**src/rtl/crf_job_scheduler.sv**
```systemverilog
// crf_job_scheduler: queues (source, destination) upsampling jobs and drives
// them into the config register file over an AXI-Lite write-only master.
// Per job: UPSRCAR, UPDSTAR, UPSTR=1, wait for a done rising edge (or
// timeout), then UPENDR=0.
module crf_job_scheduler #(
    parameter int AXI_DATA_WIDTH = 32,
    parameter int AXI_ADDR_WIDTH = 32,
    parameter int QUEUE_DEPTH    = 4,
    parameter logic [AXI_ADDR_WIDTH-1:0] UPSTR_ADDR   = 'h00,
    parameter logic [AXI_ADDR_WIDTH-1:0] UPENDR_ADDR  = 'h04,
    parameter logic [AXI_ADDR_WIDTH-1:0] UPSRCAR_ADDR = 'h08,
    parameter logic [AXI_ADDR_WIDTH-1:0] UPDSTAR_ADDR = 'h0C,
    parameter int TIMEOUT_CYCLES = 2**20
) (
    input  logic                          clk,
    input  logic                          rst_n,
    input  logic                          job_valid,
    output logic                          job_ready,
    input  logic [AXI_DATA_WIDTH-1:0]     job_src,
    input  logic [AXI_DATA_WIDTH-1:0]     job_dst,
    output logic                          m_axi_awvalid,
    input  logic                          m_axi_awready,
    output logic [AXI_ADDR_WIDTH-1:0]     m_axi_awaddr,
    output logic [2:0]                    m_axi_awprot,
    output logic                          m_axi_wvalid,
    input  logic                          m_axi_wready,
    output logic [AXI_DATA_WIDTH-1:0]     m_axi_wdata,
    output logic [AXI_DATA_WIDTH/8-1:0]   m_axi_wstrb,
    input  logic                          m_axi_bvalid,
    output logic                          m_axi_bready,
    input  logic [1:0]                    m_axi_bresp,
    input  logic                          interrupt_updone,
    output logic                          busy,
    output logic [15:0]                   jobs_done,
    output logic                          err_resp,
    output logic                          err_timeout,
    input  logic                          err_clr
);

    localparam int PTR_W = $clog2(QUEUE_DEPTH);
    localparam int CNT_W = PTR_W + 1;
    localparam int TMO_W = $clog2(TIMEOUT_CYCLES + 1);
    localparam logic [TMO_W-1:0] TMO_LAST = TMO_W'(TIMEOUT_CYCLES - 1);

    typedef enum logic [2:0] {IDLE, WR_SRC, WR_DST, WR_START, WAIT_DONE, WR_CLR} state_t;

    state_t                      state_reg, state_next;
    logic [AXI_DATA_WIDTH-1:0]   src_mem [QUEUE_DEPTH];
    logic [AXI_DATA_WIDTH-1:0]   dst_mem [QUEUE_DEPTH];
    logic [PTR_W-1:0]            wr_ptr_reg, rd_ptr_reg;
    logic [CNT_W-1:0]            count_reg;
    logic [AXI_DATA_WIDTH-1:0]   cur_src_reg, cur_dst_reg;
    logic                        launch_reg, aw_done_reg, w_done_reg;
    logic                        awvalid_reg, wvalid_reg, bready_reg;
    logic [AXI_ADDR_WIDTH-1:0]   awaddr_reg;
    logic [AXI_DATA_WIDTH-1:0]   wdata_reg;
    logic                        updone_prev_reg, done_ok_reg;
    logic [TMO_W-1:0]            tmo_cnt_reg;
    logic [15:0]                 jobs_done_reg;
    logic                        err_resp_reg, err_timeout_reg;

    logic push, pop, aw_hs, w_hs, b_hs, updone_rise, tmo_hit, enter_wr;
    logic [AXI_ADDR_WIDTH-1:0] sel_addr;
    logic [AXI_DATA_WIDTH-1:0] sel_data;

    assign job_ready   = (count_reg != CNT_W'(QUEUE_DEPTH));
    assign push        = job_valid && job_ready;
    assign pop         = (state_reg == IDLE) && (count_reg != '0);
    assign aw_hs       = awvalid_reg && m_axi_awready;
    assign w_hs        = wvalid_reg && m_axi_wready;
    assign b_hs        = bready_reg && m_axi_bvalid;
    // A level that was already high on entry never produces a rise, because
    // the previous-value register is held high outside WAIT_DONE.
    assign updone_rise = (state_reg == WAIT_DONE) && interrupt_updone && !updone_prev_reg;
    assign tmo_hit     = (state_reg == WAIT_DONE) && !updone_rise && (tmo_cnt_reg == TMO_LAST);
    assign enter_wr    = (state_next != state_reg) &&
                         ((state_next == WR_SRC) || (state_next == WR_DST) ||
                          (state_next == WR_START) || (state_next == WR_CLR));

    // Job storage: plain arrays, no reset, so they map onto RAM
    always_ff @(posedge clk) begin
        if (push) begin
            src_mem[wr_ptr_reg] <= job_src;
            dst_mem[wr_ptr_reg] <= job_dst;
        end
    end

    // Queue pointers/occupancy and the latched current job
    always_ff @(posedge clk or negedge rst_n) begin
        if (!rst_n) begin
            wr_ptr_reg  <= '0;
            rd_ptr_reg  <= '0;
            count_reg   <= '0;
            cur_src_reg <= '0;
            cur_dst_reg <= '0;
        end else begin
            if (push) wr_ptr_reg <= wr_ptr_reg + PTR_W'(1);
            if (pop) begin
                rd_ptr_reg  <= rd_ptr_reg + PTR_W'(1);
                cur_src_reg <= src_mem[rd_ptr_reg];
                cur_dst_reg <= dst_mem[rd_ptr_reg];
            end
            if (push && !pop)      count_reg <= count_reg + CNT_W'(1);
            else if (!push && pop) count_reg <= count_reg - CNT_W'(1);
        end
    end

    // State register
    always_ff @(posedge clk or negedge rst_n) begin
        if (!rst_n) state_reg <= IDLE;
        else        state_reg <= state_next;
    end

    // Next-state logic
    always_comb begin
        state_next = state_reg;
        case (state_reg)
            IDLE:      if (pop)  state_next = WR_SRC;
            WR_SRC:    if (b_hs) state_next = WR_DST;
            WR_DST:    if (b_hs) state_next = WR_START;
            WR_START:  if (b_hs) state_next = WAIT_DONE;
            WAIT_DONE: if (updone_rise || tmo_hit) state_next = WR_CLR;
            WR_CLR:    if (b_hs) state_next = IDLE;
            default:   state_next = IDLE;
        endcase
    end

    // Register address/data for the write belonging to the current state
    always_comb begin
        sel_addr = '0;
        sel_data = '0;
        case (state_reg)
            WR_SRC:   begin sel_addr = UPSRCAR_ADDR; sel_data = cur_src_reg; end
            WR_DST:   begin sel_addr = UPDSTAR_ADDR; sel_data = cur_dst_reg; end
            WR_START: begin sel_addr = UPSTR_ADDR;   sel_data = AXI_DATA_WIDTH'(1); end
            WR_CLR:   begin sel_addr = UPENDR_ADDR;  sel_data = '0; end
            default:  begin sel_addr = '0;           sel_data = '0; end
        endcase
    end

    // Write engine: launch one cycle after state entry, drop each valid on its
    // own handshake, raise bready once both AW and W are done
    always_ff @(posedge clk or negedge rst_n) begin
        if (!rst_n) begin
            launch_reg  <= 1'b0;
            awvalid_reg <= 1'b0;
            wvalid_reg  <= 1'b0;
            bready_reg  <= 1'b0;
            aw_done_reg <= 1'b0;
            w_done_reg  <= 1'b0;
            awaddr_reg  <= '0;
            wdata_reg   <= '0;
        end else begin
            launch_reg <= enter_wr;
            if (launch_reg) begin
                awvalid_reg <= 1'b1;
                wvalid_reg  <= 1'b1;
                awaddr_reg  <= sel_addr;
                wdata_reg   <= sel_data;
                aw_done_reg <= 1'b0;
                w_done_reg  <= 1'b0;
            end else begin
                if (aw_hs) begin
                    awvalid_reg <= 1'b0;
                    aw_done_reg <= 1'b1;
                end
                if (w_hs) begin
                    wvalid_reg <= 1'b0;
                    w_done_reg <= 1'b1;
                end
                if (b_hs) begin
                    bready_reg  <= 1'b0;
                    aw_done_reg <= 1'b0;
                    w_done_reg  <= 1'b0;
                end else if ((aw_done_reg || aw_hs) && (w_done_reg || w_hs)) begin
                    bready_reg <= 1'b1;
                end
            end
        end
    end

    // Done edge detection, timeout counter, completion count and sticky errors
    always_ff @(posedge clk or negedge rst_n) begin
        if (!rst_n) begin
            updone_prev_reg <= 1'b1;
            tmo_cnt_reg     <= '0;
            done_ok_reg     <= 1'b0;
            jobs_done_reg   <= '0;
            err_resp_reg    <= 1'b0;
            err_timeout_reg <= 1'b0;
        end else begin
            updone_prev_reg <= (state_reg == WAIT_DONE) ? interrupt_updone : 1'b1;
            tmo_cnt_reg     <= (state_reg == WAIT_DONE) ? tmo_cnt_reg + TMO_W'(1) : '0;
            if ((state_reg == WAIT_DONE) && (state_next == WR_CLR))
                done_ok_reg <= updone_rise;
            if ((state_reg == WR_CLR) && b_hs && done_ok_reg)
                jobs_done_reg <= jobs_done_reg + 16'd1;
            if (b_hs && (m_axi_bresp != 2'b00)) err_resp_reg <= 1'b1;
            else if (err_clr)                   err_resp_reg <= 1'b0;
            if (tmo_hit)      err_timeout_reg <= 1'b1;
            else if (err_clr) err_timeout_reg <= 1'b0;
        end
    end

    assign m_axi_awvalid = awvalid_reg;
    assign m_axi_awaddr  = awaddr_reg;
    assign m_axi_awprot  = 3'b000;
    assign m_axi_wvalid  = wvalid_reg;
    assign m_axi_wdata   = wdata_reg;
    assign m_axi_wstrb   = '1;
    assign m_axi_bready  = bready_reg;
    assign busy          = (state_reg != IDLE) || (count_reg != '0);
    assign jobs_done     = jobs_done_reg;
    assign err_resp      = err_resp_reg;
    assign err_timeout   = err_timeout_reg;

endmodule

```
**config.mk**
```make
export PLATFORM = sky130hd
export DESIGN_NAME = crf_job_scheduler
export DESIGN_NICKNAME = d
export VERILOG_FILES = /design/src/rtl/crf_job_scheduler.sv
export SDC_FILE = /design/constraint.sdc
export NUM_CORES = 1
export LEC_CHECK = 0
export ABC_AREA = 0
export CORE_MARGIN = 2
export CORE_UTILIZATION = 35
export DETAILED_ROUTE_END_ITERATION = 8
export SLEW_MARGIN = 10
export SYNTH_ARGS = -nofsm -noshare
export SYNTH_HDL_FRONTEND = slang
export SYNTH_SLANG_ARGS = --single-unit
```
**constraint.sdc**
```tcl
create_clock -name clk -period 3.07 [get_ports clk]
set_input_delay 0.614 -clock clk [delete_from_list [all_inputs] [get_ports clk]]
set_output_delay 0.614 -clock clk [all_outputs]
set_load 0.02 [all_outputs]
```
* Yosys cells after proc, flatten, opt, wreduce, memory -nomap -nowiden *
Memories as Yosys holds them, arrays and structs flattened. A register that Yosys moved wholly into a read port is not among the register bits.
Cells that the tools add are included.
W data, S select, Z words.

operators by class
  add/sub/neg operators = 6
  equality and inequality tests = 12
  muxes and demuxes = 30
  bitwise operators = 1
  reduce and logical (&&, ||, !) cells = 43

operators with widths
  cell                     count
  $pmux W32 S3             1
  $mux W3                  8
  $add A21 B1 Y21 const B  1
  $eq A21 B20 Y1 const B   1
  $mux W21                 1
  $mux W1                  18
  $pmux W3 S6              1
  $logic_and A1 B1 Y1      17
  $add A16 B1 Y16 const B  1
  $reduce_bool A2 Y1       7
  $eq A3 B2 Y1 const B     4
  $pmux W4 S3              1
  $reduce_bool A3 Y1       4
  $eq A3 B3 Y1 const B     3
  $logic_or A1 B1 Y1       7
  $eq A3 B1 Y1 const B     2
  $logic_not A1 Y1         6
  $add A2 B1 Y2 const B    2
  $add A3 B1 Y3 const B    1
  $logic_not A3 Y1         1
  $ne A3 B3 Y1             1
  $ne A3 B3 Y1 const B     1
  $sub A3 B1 Y3 const B    1
  $reduce_and A2 Y1        1
  $not A1 Y1               1

storage, ports and cells
  flip-flop bits (word level) = 121
  bits in writable memories = 256
  output and inout bits = 94
  memories = 2

memories
  memory   words  width  read ports  clocked after Yosys merged registers in  wr ports  RTL line  source
  dst_mem  4      32     1           1                                        1         49        logic [AXI_DATA_WIDTH-1:0] dst_mem [QUEUE_DEPTH];
  src_mem  4      32     1           1                                        1         48        logic [AXI_DATA_WIDTH-1:0] src_mem [QUEUE_DEPTH];

* Logic depth before layout (Yosys ltp) *
Gate-level depths: netlist of the first run.

  word-level depth = 14
  mapped depth = 11
  mapped depth without buffers = 9

* Worst setup path before layout of the first run *
Ideal clock, no wire load.

  path kind = flip-flop to flip-flop
  from = reg count_reg[0]
  to = mem dst_mem[0][0] (enable)
  library setup time = 0.429 ns
  arrival time = 2.289 ns
  required time = 2.641 ns
  path slack = 0.352 ns
  cell stages (with the launch flop) = 4
  path buffers = 0
  period minus slack after synthesis = 2.718 ns
  cell sequence = dfrtp_1 nor2_1 nand2_1 and3_1

on the way
  word-level cells in the longest chain between the ends = 4

ends and longest elaborated chain
  what                           RTL line  source
  start, declared                51        logic [CNT_W-1:0] count_reg;
  start signal, assigned         103       if (push && !pop) count_reg <= count_reg + CNT_W'(1);
  start signal, assigned         104       else if (!push && pop) count_reg <= count_reg - CNT_W'(1);
  $ne A3 B3 Y1                   66        assign job_ready = (count_reg != CNT_W'(QUEUE_DEPTH));
  via job_ready                  18        output logic job_ready,
  $logic_and A1 B1 Y1            67        assign push = job_valid && job_ready;
  $mux W1                        82        if (push) begin
  $mux W1 (implied by the code)  84        dst_mem[wr_ptr_reg] <= job_dst;
  end, declared                  49

The timed path passes the listed nets, and every way through them passes these cells.

* Worst setup path in the final report of the first run *
  from = reg count_reg[0]
  to = out busy

on the way
  word-level cells in the longest chain between the ends = 2

ends and longest elaborated chain
  what                RTL line  source
  $reduce_bool A3 Y1  212       assign busy = (state_reg != IDLE) || (count_reg != '0);
  $logic_or A1 B1 Y1  212
  end, declared       33        output logic busy,

Every way passes these cells.

==> results of run 1 <==
## area by class of cell
cell class	instances	area, um2	share of cell area
multi-input combinational	425	4050	0.207
clock inverter	19	189	0.00965
antenna	2	5.00	0.000256
timing repair buffer	153	1640	0.0837
tap	600	751	0.0383
inverter	42	158	0.00805
sequential	411	11600	0.591
clock buffer	63	1220	0.0625
## report_power, final
| group | leakage, nW | internal [mW] | switching (mW) |
|---|---|---|---|
| Sequential | 4.30 | 7.46 | 0.884 |
| Combinational | 2.00 | 2.73 | 2.76 |
| Clock | 0.692 | 2.97 | 2.16 |
| Total | 6.99 | 13.2 | 5.80 |
## metal layers
layer,track usage,share of wire,wire (um),up-vias
li1,-,-,-,3781
met1,0.196,0.45,15200,4365
met2,0.234,0.48,16400,205
met3,0.0296,0.051,1740,49
met4,0.0451,0.019,658,2
met5,0,0.00032,11,-
## metrics by stage
| stage | instance area (um2) | utilization | setup slack [ns] | instances | power (mW) |
|---|---|---|---|---|---|
| after CTS | 19600 | 0.432 | 0.198 | 1713 | 19.3 |
| final | 19600 | 0.433 | 0.245 | 1715 | 19.0 |
| after global placement | 18200 | 0.401 | 0.483 | 1630 | 14.0 |
| after detailed placement | 18200 | 0.401 | 0.437 | 1630 | 14.1 |
| after global routing | 19600 | 0.432 | 0.163 | 1713 | 20.0 |
| after floorplan | 16200 | - | 0.352 | 960 | 11.8 |
## synth_stat cells (all sizes together), types with 2 or more instances
library cell	count
a211oi	2
a21o	2
a21oi	15
a22oi	32
and2	5
and3	8
and4	5
buf	52
clkbuf	30
conb	2
dfrtp	154
edfxtp	256
ha	7
inv	42
mux2	66
mux4	64
nand2	22
nand2b	3
nand3	13
nand3b	2
nand4	12
nor2	21
nor2b	5
nor3	6
nor3b	3
o21a	2
o21ai	10
o22ai	32
or3	8
or4	2
xnor2	21
xor2	13
## path summary, 6_finish.rpt
| path | startpoint | endpoint | slack (ns) | cells after the start |
|---|---|---|---|---|
| max | count_reg[0]$_DFFE_PN0P_ | busy | 0.24 | 3 |
| min | jobs_done[15]$_DFFE_PN0P_ | jobs_done[15]$_DFFE_PN0P_ | 0.47 | 1 |
| max reg2reg | state_reg[0]$_DFF_PN0_ | count_reg[2]$_DFFE_PN0P_ | 0.73 | 9 |
| min reg2reg | jobs_done[15]$_DFFE_PN0P_ | jobs_done[15]$_DFFE_PN0P_ | 0.47 | 1 |
| max in group asynchronous | rst_n | updone_prev_reg$_DFF_PN1_ | 1.69 | 3 |
| min in group asynchronous | rst_n | cur_src_reg[13]$_DFFE_PN0P_ | 0.59 | 2 |
## cells by family (layout without fill, tap and decap cells)
group           count (synthesis)  in the layout  share of synthesized area
flops                         411            411                      0.721
mux                           130            130                      0.136
buf+inv                       124            277                     0.0385
simple gates                  116            116                     0.0385
compound gates                100            100                     0.0405
xor+xnor                       34             34                     0.0186
fa+ha+maj                       8              8                    0.00670
other cells                     2             39                   0.000468
==> out/summary.md, run 1 <==
The run finished with clean final reports. Setup violations remaining at the end of the flow were counted as 0. The floorplan has 78 rows. Entering global routing, the biggest net connects 66 pins. The run gives 2.46 ns as the required arrival time at the worst endpoint. After synthesis, the netlist uses 44 different library cells.

The die is 218 um wide. The area of the mapped netlist came out at 16100 um2. The logs give 1 for the number of buffers inserted by hold repair at cts and 0 for the remaining antenna violation count after routing.

The Yosys warning count was 0. The relative slew slack is 0.570. The cell area power density is 969 nW/um2, and the share of flip-flops with an asynchronous set or reset after synthesis is 0.377. The initial core utilization is 0.354, and the worst clock skew is 0.0214 ns. The run gives 3 as the buffer depth of the longest clock path.

The floorplan core area came out at 45300 um2. In this run, post-CTS repair resized a total of 0 instances. Fill cells in the final layout number 4029.

The clock transition time at the flip-flop clock pins of the worst setup and hold paths works out to 0.05 ns. In this run the number of H-tree levels came out at 2. The ratio of final minimum period to clock period is 0.920.

The sequential fraction of the synthesis area is 0.721. The aggregate global routing overflow came out at 0. For this design the static power due to leakage is 6.99 nW. The tools report the max-cap violation count as 0. The family with the most delay on the worst path is simple AND/OR/NAND/NOR gates. For the largest voltage drop on the vdd net, the log shows 586 uV. The number of enable-type register cells in the synthesized netlist is 256, and the number of placed I/O pins is 168. The number of pins with negative max-slew slack in the final report is 0. The root buffer cell chosen for the clock tree is clkbuf_16. The logs give 8576 for the via count of the first global-routing pass and 411 for the number of sinks driven by the clock tree.

For the floorplan die area, the log shows 47600 um2. The tightest min-delay check is of the flip-flop to flip-flop type. Fraction of layout instances using a drive strength above 1: 0.207. Summed over all nets, the half-perimeter wirelength after detailed placement is 19900 um. The signal on the critical path passes through nor3_1 -> nand2_1 -> clkdlybuf4s50_1. For this run, design rule violations remaining after detail routing come to 0. After layout, the minimum clock period comes to 2.83 ns.

TritonCTS built the clock tree. The run gives 354 MHz as the highest achievable clock rate. Counting the buffers created by CTS gives 44.

Cell at the slowest stage of the critical path: clkdlybuf4s50_1. The library cell used most frequently in the layout, excluding fill and tap cells, is edfxtp_1. Startpoint class of the critical path: a flip-flop. Summed over all instances, the cell type with the most area after synthesis is edfxtp_1. After the first detailed-routing iteration, the DRC count stood at 630. For this run, the slowest stage of the critical path takes 0.59 ns.

The top cell types in the final layout, fill and taps aside, are edfxtp_1 (256), dfrtp_1 (151), clkdlybuf4s50_1 (129). The final weighted congestion in routability-driven placement is 0.724, and the number of detailed-routing iterations run before antenna repair is 4. In the post-synthesis netlist, the biggest area contributors are edfxtp_1 (48%), dfrtp_1 (24%), mux4_2 (9.0%), mux2_2 (4.6%), buf_4 (1.7%). The largest registers in the layout are dst_mem: 128 flops, src_mem: 128 flops. The average instance in the mapped netlist occupies 17.4 um2. The global router's overall resource usage was 0.144; the sum of buffers and inverters on the critical path was 1.

Synthesis produced 925 cells. Adding up every negative setup slack in the final design gives 0 ns. The proportion of netlist area held by the largest area contributor was 0.479; the arrival time reported for the critical path endpoint was 2.21 ns. Across all layers, the routed design uses 8402 vias. Number of buffers inserted by port buffering: 130.

The tools report the final-layout worst hold slack as 0.474 ns. The die outline height is 218 um. By startpoint and endpoint, the worst setup path is classified as flip-flop to primary output.

For the pin with the worst max-slew slack, the measured transition is 0.645 ns. After clock tree synthesis, the setup repair step added 0 buffers. The wire length of the first global-routing pass was 51800 um; the area added between synthesis and finish was 22.0%. Hold violation total from the final report: 0. Setup repair after global routing left no endpoint under its margin. The number of antenna violations at the first check in global routing was 2; the source-to-sink clock delay at the later pin of the worst-skew pair was 0.57 ns. The final routed wire length divided by cell count came out at 19.8 um. Among all flip-flop cells after synthesis, the most frequent one is edfxtp_1.

The via density per instance works out to 4.90. After synthesis the netlist holds a flip-flop and latch count of 411. Wires add up to 34000 um. In the final design database the tool counted 1159 nets. In this run the worst path has a maximum fanout of 4.

STA classifies the critical path endpoint as a primary output.
Note: power is estimated with default switching activity, not from simulation.
==> run 2, diff against run 1 <==
--- a/config.mk
+++ b/config.mk
@@ -5,9 +5,9 @@
 export SDC_FILE = /design/constraint.sdc
 export NUM_CORES = 1
 export LEC_CHECK = 0
-export ABC_AREA = 0
+export ABC_AREA = 1
 export CORE_MARGIN = 2
-export CORE_UTILIZATION = 35
+export CORE_UTILIZATION = 42
 export DETAILED_ROUTE_END_ITERATION = 8
 export SLEW_MARGIN = 10
 export SYNTH_ARGS = -nofsm -noshare
==> constraint.sdc (replaced) <==
create_clock -name clk -period 3.2 [get_ports clk]
set_input_delay 0.64 -clock clk [delete_from_list [all_inputs] [get_ports clk]]
set_output_delay 0.64 -clock clk [all_outputs]
set_load 0.02 [all_outputs]
==> run 2 against run 1 <==
Highest routed layer is now met4. Critical path depth grew 2. Final area increased by 2.1%. Power down 2.8%. Combinational power increased by 6.4%. Synthesized cell count up 59%. Largest power group unchanged. Global-route usage increased by 4.3 points.
==> out/summary.md, run 2 <==
The area of the mapped netlist was 16800 um2 (+4.6%); the via density per instance was 5.06 (+3.3%). The buffer count from post-CTS setup fixing is 0 (unchanged), and the xor/xnor share of the synthesized area is 0.0125 (-0.00603). The number of instances in the synthesized netlist is 1467 (+59%). Ratio of final minimum period to clock period: 0.821.

The via count of the first global-routing pass is 10900 (+27%). The synthesis-stage register bit count was 411 (unchanged); the storage element area was 11600 um2 (about the same). The source-to-sink clock delay at the later pin of the worst-skew pair was 0.56 ns (about the same); the number of library cell types mapped by synthesis was 41 (-6.8%). Most common cell after layout, fill and taps aside: edfxtp_1. In the layout the commonest cells are edfxtp_1 (256), nor2_1 (241), nand2_1 (227). By startpoint and endpoint, the worst setup path is classified as flip-flop to primary output. The run gives 0.689 (-0.0317) as the sequential fraction of the synthesis area. The cell type with the largest total area after synthesis is edfxtp_1. The area added between synthesis and finish came out at 19.1%. The final critical-path required period is 2.63 ns, and the sum of buffers and inverters on the critical path is 2 (+1). The routed wire length on met3 is 2100 um (+21%). The cell area power density is 922 nW/um2 (-4.8%), and the via total after detailed routing is 10900 (+30%). The number of nets in the final layout was 1672 (+44%); the total wire length was 38400 um (+13%). The run gives 41600 um2 (-13%) as the floorplan die area. The basic-gate share of the synthesized area counting and, or, nand and nor cells works out to 0.130 (+0.0918). By area, the combinational part of the netlist is dominated by simple AND/OR/NAND/NOR gates. The number of antenna violations at the first check in global routing came out at 0 (-2).

The largest driver fanout on the critical path is 5 (+1). The run gives 0 (unchanged) as the number of cells upsized or downsized after cts. The logs give 1.99 ns (-0.22 ns) for the arrival time reported for the critical path endpoint and 0.464 (-0.106) for the relative slew slack. The final routed wire length divided by cell count is 17.9 um (-10%).

STA classifies the critical path endpoint as a primary output. In the final layout, the registers with the most flip-flops are dst_mem: 128 flops, src_mem: 128 flops. The largest voltage drop on the vdd net is 856 uV (+46%), and the total inserted antenna cells is 0 (-2). Mean instance size in the synthesized netlist: 11.4 um2 (-34%). The final weighted congestion in routability-driven placement is 0.843 (+16%), and the DRC violation total after the first TritonRoute iteration is 787 (+25%). Highest achievable clock rate: 380 MHz. The number of instances in the placed design is 2069 (+27%), and the leakage power figure is 7.75 nW (+11%).

The number of rows in the core area came out at 73 (-6.4%). The tools report the count of final setup violators as 0 (unchanged). edfxtp_1 is the most common cell in the netlist.

The mux contribution to synthesized area was 0 (-0.136). The H-tree depth came out at 2 (unchanged). For the wire length of the first global-routing pass, the log shows 60300 um (+16%). The family with the most delay on the worst path was buffers and inverters. The proportion of netlist area held by the largest area contributor is 0.458 (-0.0211). The final core area utilization is 0.504 (+0.0717), and the number of pins with negative max-slew slack in the final report is 0 (unchanged). The logs give 0 (unchanged) for the Yosys warning count and 0 (-1) for the number of buffers inserted by hold repair at cts. The post-synthesis adder-cell area fraction was 0.00641 (-0.000295). The slew at the pin closest to its max-slew limit is 0.804 ns (+0.159 ns). TritonCTS built the clock tree. Number of enable-type register cells in the synthesized netlist: 256 (unchanged).

Complex-gate fraction of the synthesized area: 0.0956 (+0.0552). Ranked by instance count, the synthesized netlist is headed by edfxtp_1 (256), nor2_1 (245), nand2_1 (227). The number of placed I/O pins was 168 (unchanged).

The max-cap violation count is 0 (unchanged). The delay of the slowest critical-path stage was 0.56 ns (-0.03 ns); the largest net degree at the start of global routing was 130 (+97%). The tools report the number of detailed-routing iterations run before antenna repair as 5 (+1).

For the number of sinks driven by the clock tree, the log shows 411 (unchanged). Cell at the slowest stage of the critical path: clkdlybuf4s50_1. Ranked by total cell area, the synthesized netlist is headed by edfxtp_1 (46%), dfrtp_1 (23%), nor2_1 (5.5%), nand2_1 (5.1%), o32ai_1 (3.3%).

The run gives 44 (unchanged) as the number of buffers added by the clock tree synthesis step. The clock transition time at the flip-flop clock pins of the worst setup and hold paths works out to 0.06 ns (about the same). The prevailing post-synth register cell is edfxtp_1. The number of buffers inserted by port buffering works out to 130 (unchanged). The run gives 39600 um2 (-12%) as the floorplan core area. Worst clock skew: 0.0146 ns (-0.00678 ns). The multi-input logic area was 4280 um2 (+5.8%); the hold violation total from the final report was 0 (unchanged).

The post-detailed-placement half-perimeter wirelength is 23200 um (+17%), and the global router's overall resource usage is 0.187 (+0.0425). The tools report the clock root buffer as clkbuf_16. The number of standard cells in the final layout excluding fillers came out at 2151 (+25%). The flow ran to the end, and the final reports show no timing, DRC or antenna violations.

The min-delay analysis places its worst path in the category input port to asynchronous set/reset pin. Total met2 wirelength after detailed routing: 18400 um (+12%). The summed area of non-filler cells in the final layout was 20000 um2 (+2.1%); the aggregate global routing overflow was 0 (unchanged).

Remaining antenna violation count after routing: 0 (unchanged). The summed negative setup slack over all endpoints is 0 ns (unchanged). The cell area after placement is 18500 um2 (+2.1%), and the routed metal-1 wire length is 17000 um (+12%). The required arrival time at the worst endpoint is 2.56 ns (+0.10 ns).

Setup repair after global routing left no endpoint under its margin. The initial core utilization was 0.424 (+0.0691). Count of fill cells added during filler insertion: 3462 (-14%).

In this run the top signal layer used is met4. The critical path goes through inv_2 -> nand2_2 -> nor2_2 -> nand4_1 -> clkdlybuf4s50_1. Share of flip-flops with an asynchronous set or reset after synthesis: 0.377 (unchanged). The fraction of layout instances using a drive strength above 1 was 0.0763 (-0.130); the die outline height was 204 um (-6.5%).

The startpoint class of the critical path was a flip-flop. The number of remaining DRC errors is 0 (unchanged), and the die width is 204 um (-6.5%). The tools report the buffer depth of the longest clock path as 3 (unchanged).
[run 2: cell types whose count changed after synthesis, moves of 17 or more]
cell / before / now
mux4_2: 64 / 0
mux2_2: 66 / 0
buf_2: 11 / 28
o32ai_1: 0 / 64
a22oi_1: 32 / 0
o21ai_0: 9 / 94
xnor2_1: 21 / 3
nor2_1: 21 / 245
inv_1: 42 / 107
nand2_1: 22 / 227
o21ai_1: 1 / 50
[run 2: final cells by class]
class                           instances  share of cell area
Sequential cell                       411               0.579
Multi-Input combinational cell        867               0.214
Timing Repair Buffer                  151              0.0793
Clock buffer                           60              0.0632
Tap cell                              525              0.0329
Inverter                              115              0.0218
Clock inverter                         22             0.00970
[run 2: stage by stage]
step	total power [mW]	setup slack, ns	hold WS [ns]
final	18.4	0.571	0.151
after global routing	19.6	0.461	0.192
after CTS	18.6	0.533	0.159
after detailed placement	13.5	0.733	0.464
after global placement	13.4	0.728	0.469
after floorplan	11.7	-0.836	0.344
[run 2: worst reg2reg max path: cells and delay by family (launching register included)]
| kind | cells | cell delay, ns |
|---|---|---|
| xor gates and xnor gates | 1 | 0.14 |
| DFF | 1 | 0.41 |
| buffers and inverters | 4 | 0.43 |
| and+or+nand+nor | 5 | 0.39 |
| adders and majority gates | 2 | 0.53 |
[run 2: worst paths after layout]
kind / end / startpoint / slack, ns / depth (start not counted)
hold / removal: tmo_cnt_reg[11]$_DFF_PN0_ / rst_n / 0.15 / 1
setup reg to reg: count_reg[2]$_DFFE_PN0P_ / count_reg[0]$_DFFE_PN0P_ / 1.22 / 12
hold reg to reg: m_axi_wdata[27]$_DFFE_PN0P_ / m_axi_wdata[27]$_DFFE_PN0P_ / 0.48 / 2
min in group clk: m_axi_wdata[27]$_DFFE_PN0P_ / m_axi_wdata[27]$_DFFE_PN0P_ / 0.48 / 2
max in group asynchronous: m_axi_wdata[8]$_DFFE_PN0P_ / rst_n / 2.31 / 2
setup / recovery: busy / state_reg[0]$_DFF_PN0_ / 0.57 / 5
[run 2: routing by layer]
metal,vias up,track usage
met1,5325,0.254
met2,293,0.308
met3,61,0.0303
met4,0,0.0603
met5,-,0
li1,5211,-
[run 2: logic make-up after synthesis]
kind of cell / after synthesis
flip-flops: 411
adder cells (fa/ha/maj): 8
AND/OR/NAND/NOR: 538
buffers and inverters: 224
XOR/XNOR: 24
other: 2
AO/OA/AOI/OAI: 260
[run 2: power by group]
part	switching [mW]	internal, mW	total [mW]
clock network	2.05	3.01	5.06
registers	0.480	7.05	7.53
logic	3.90	1.94	5.84
total	6.43	12.0	18.4
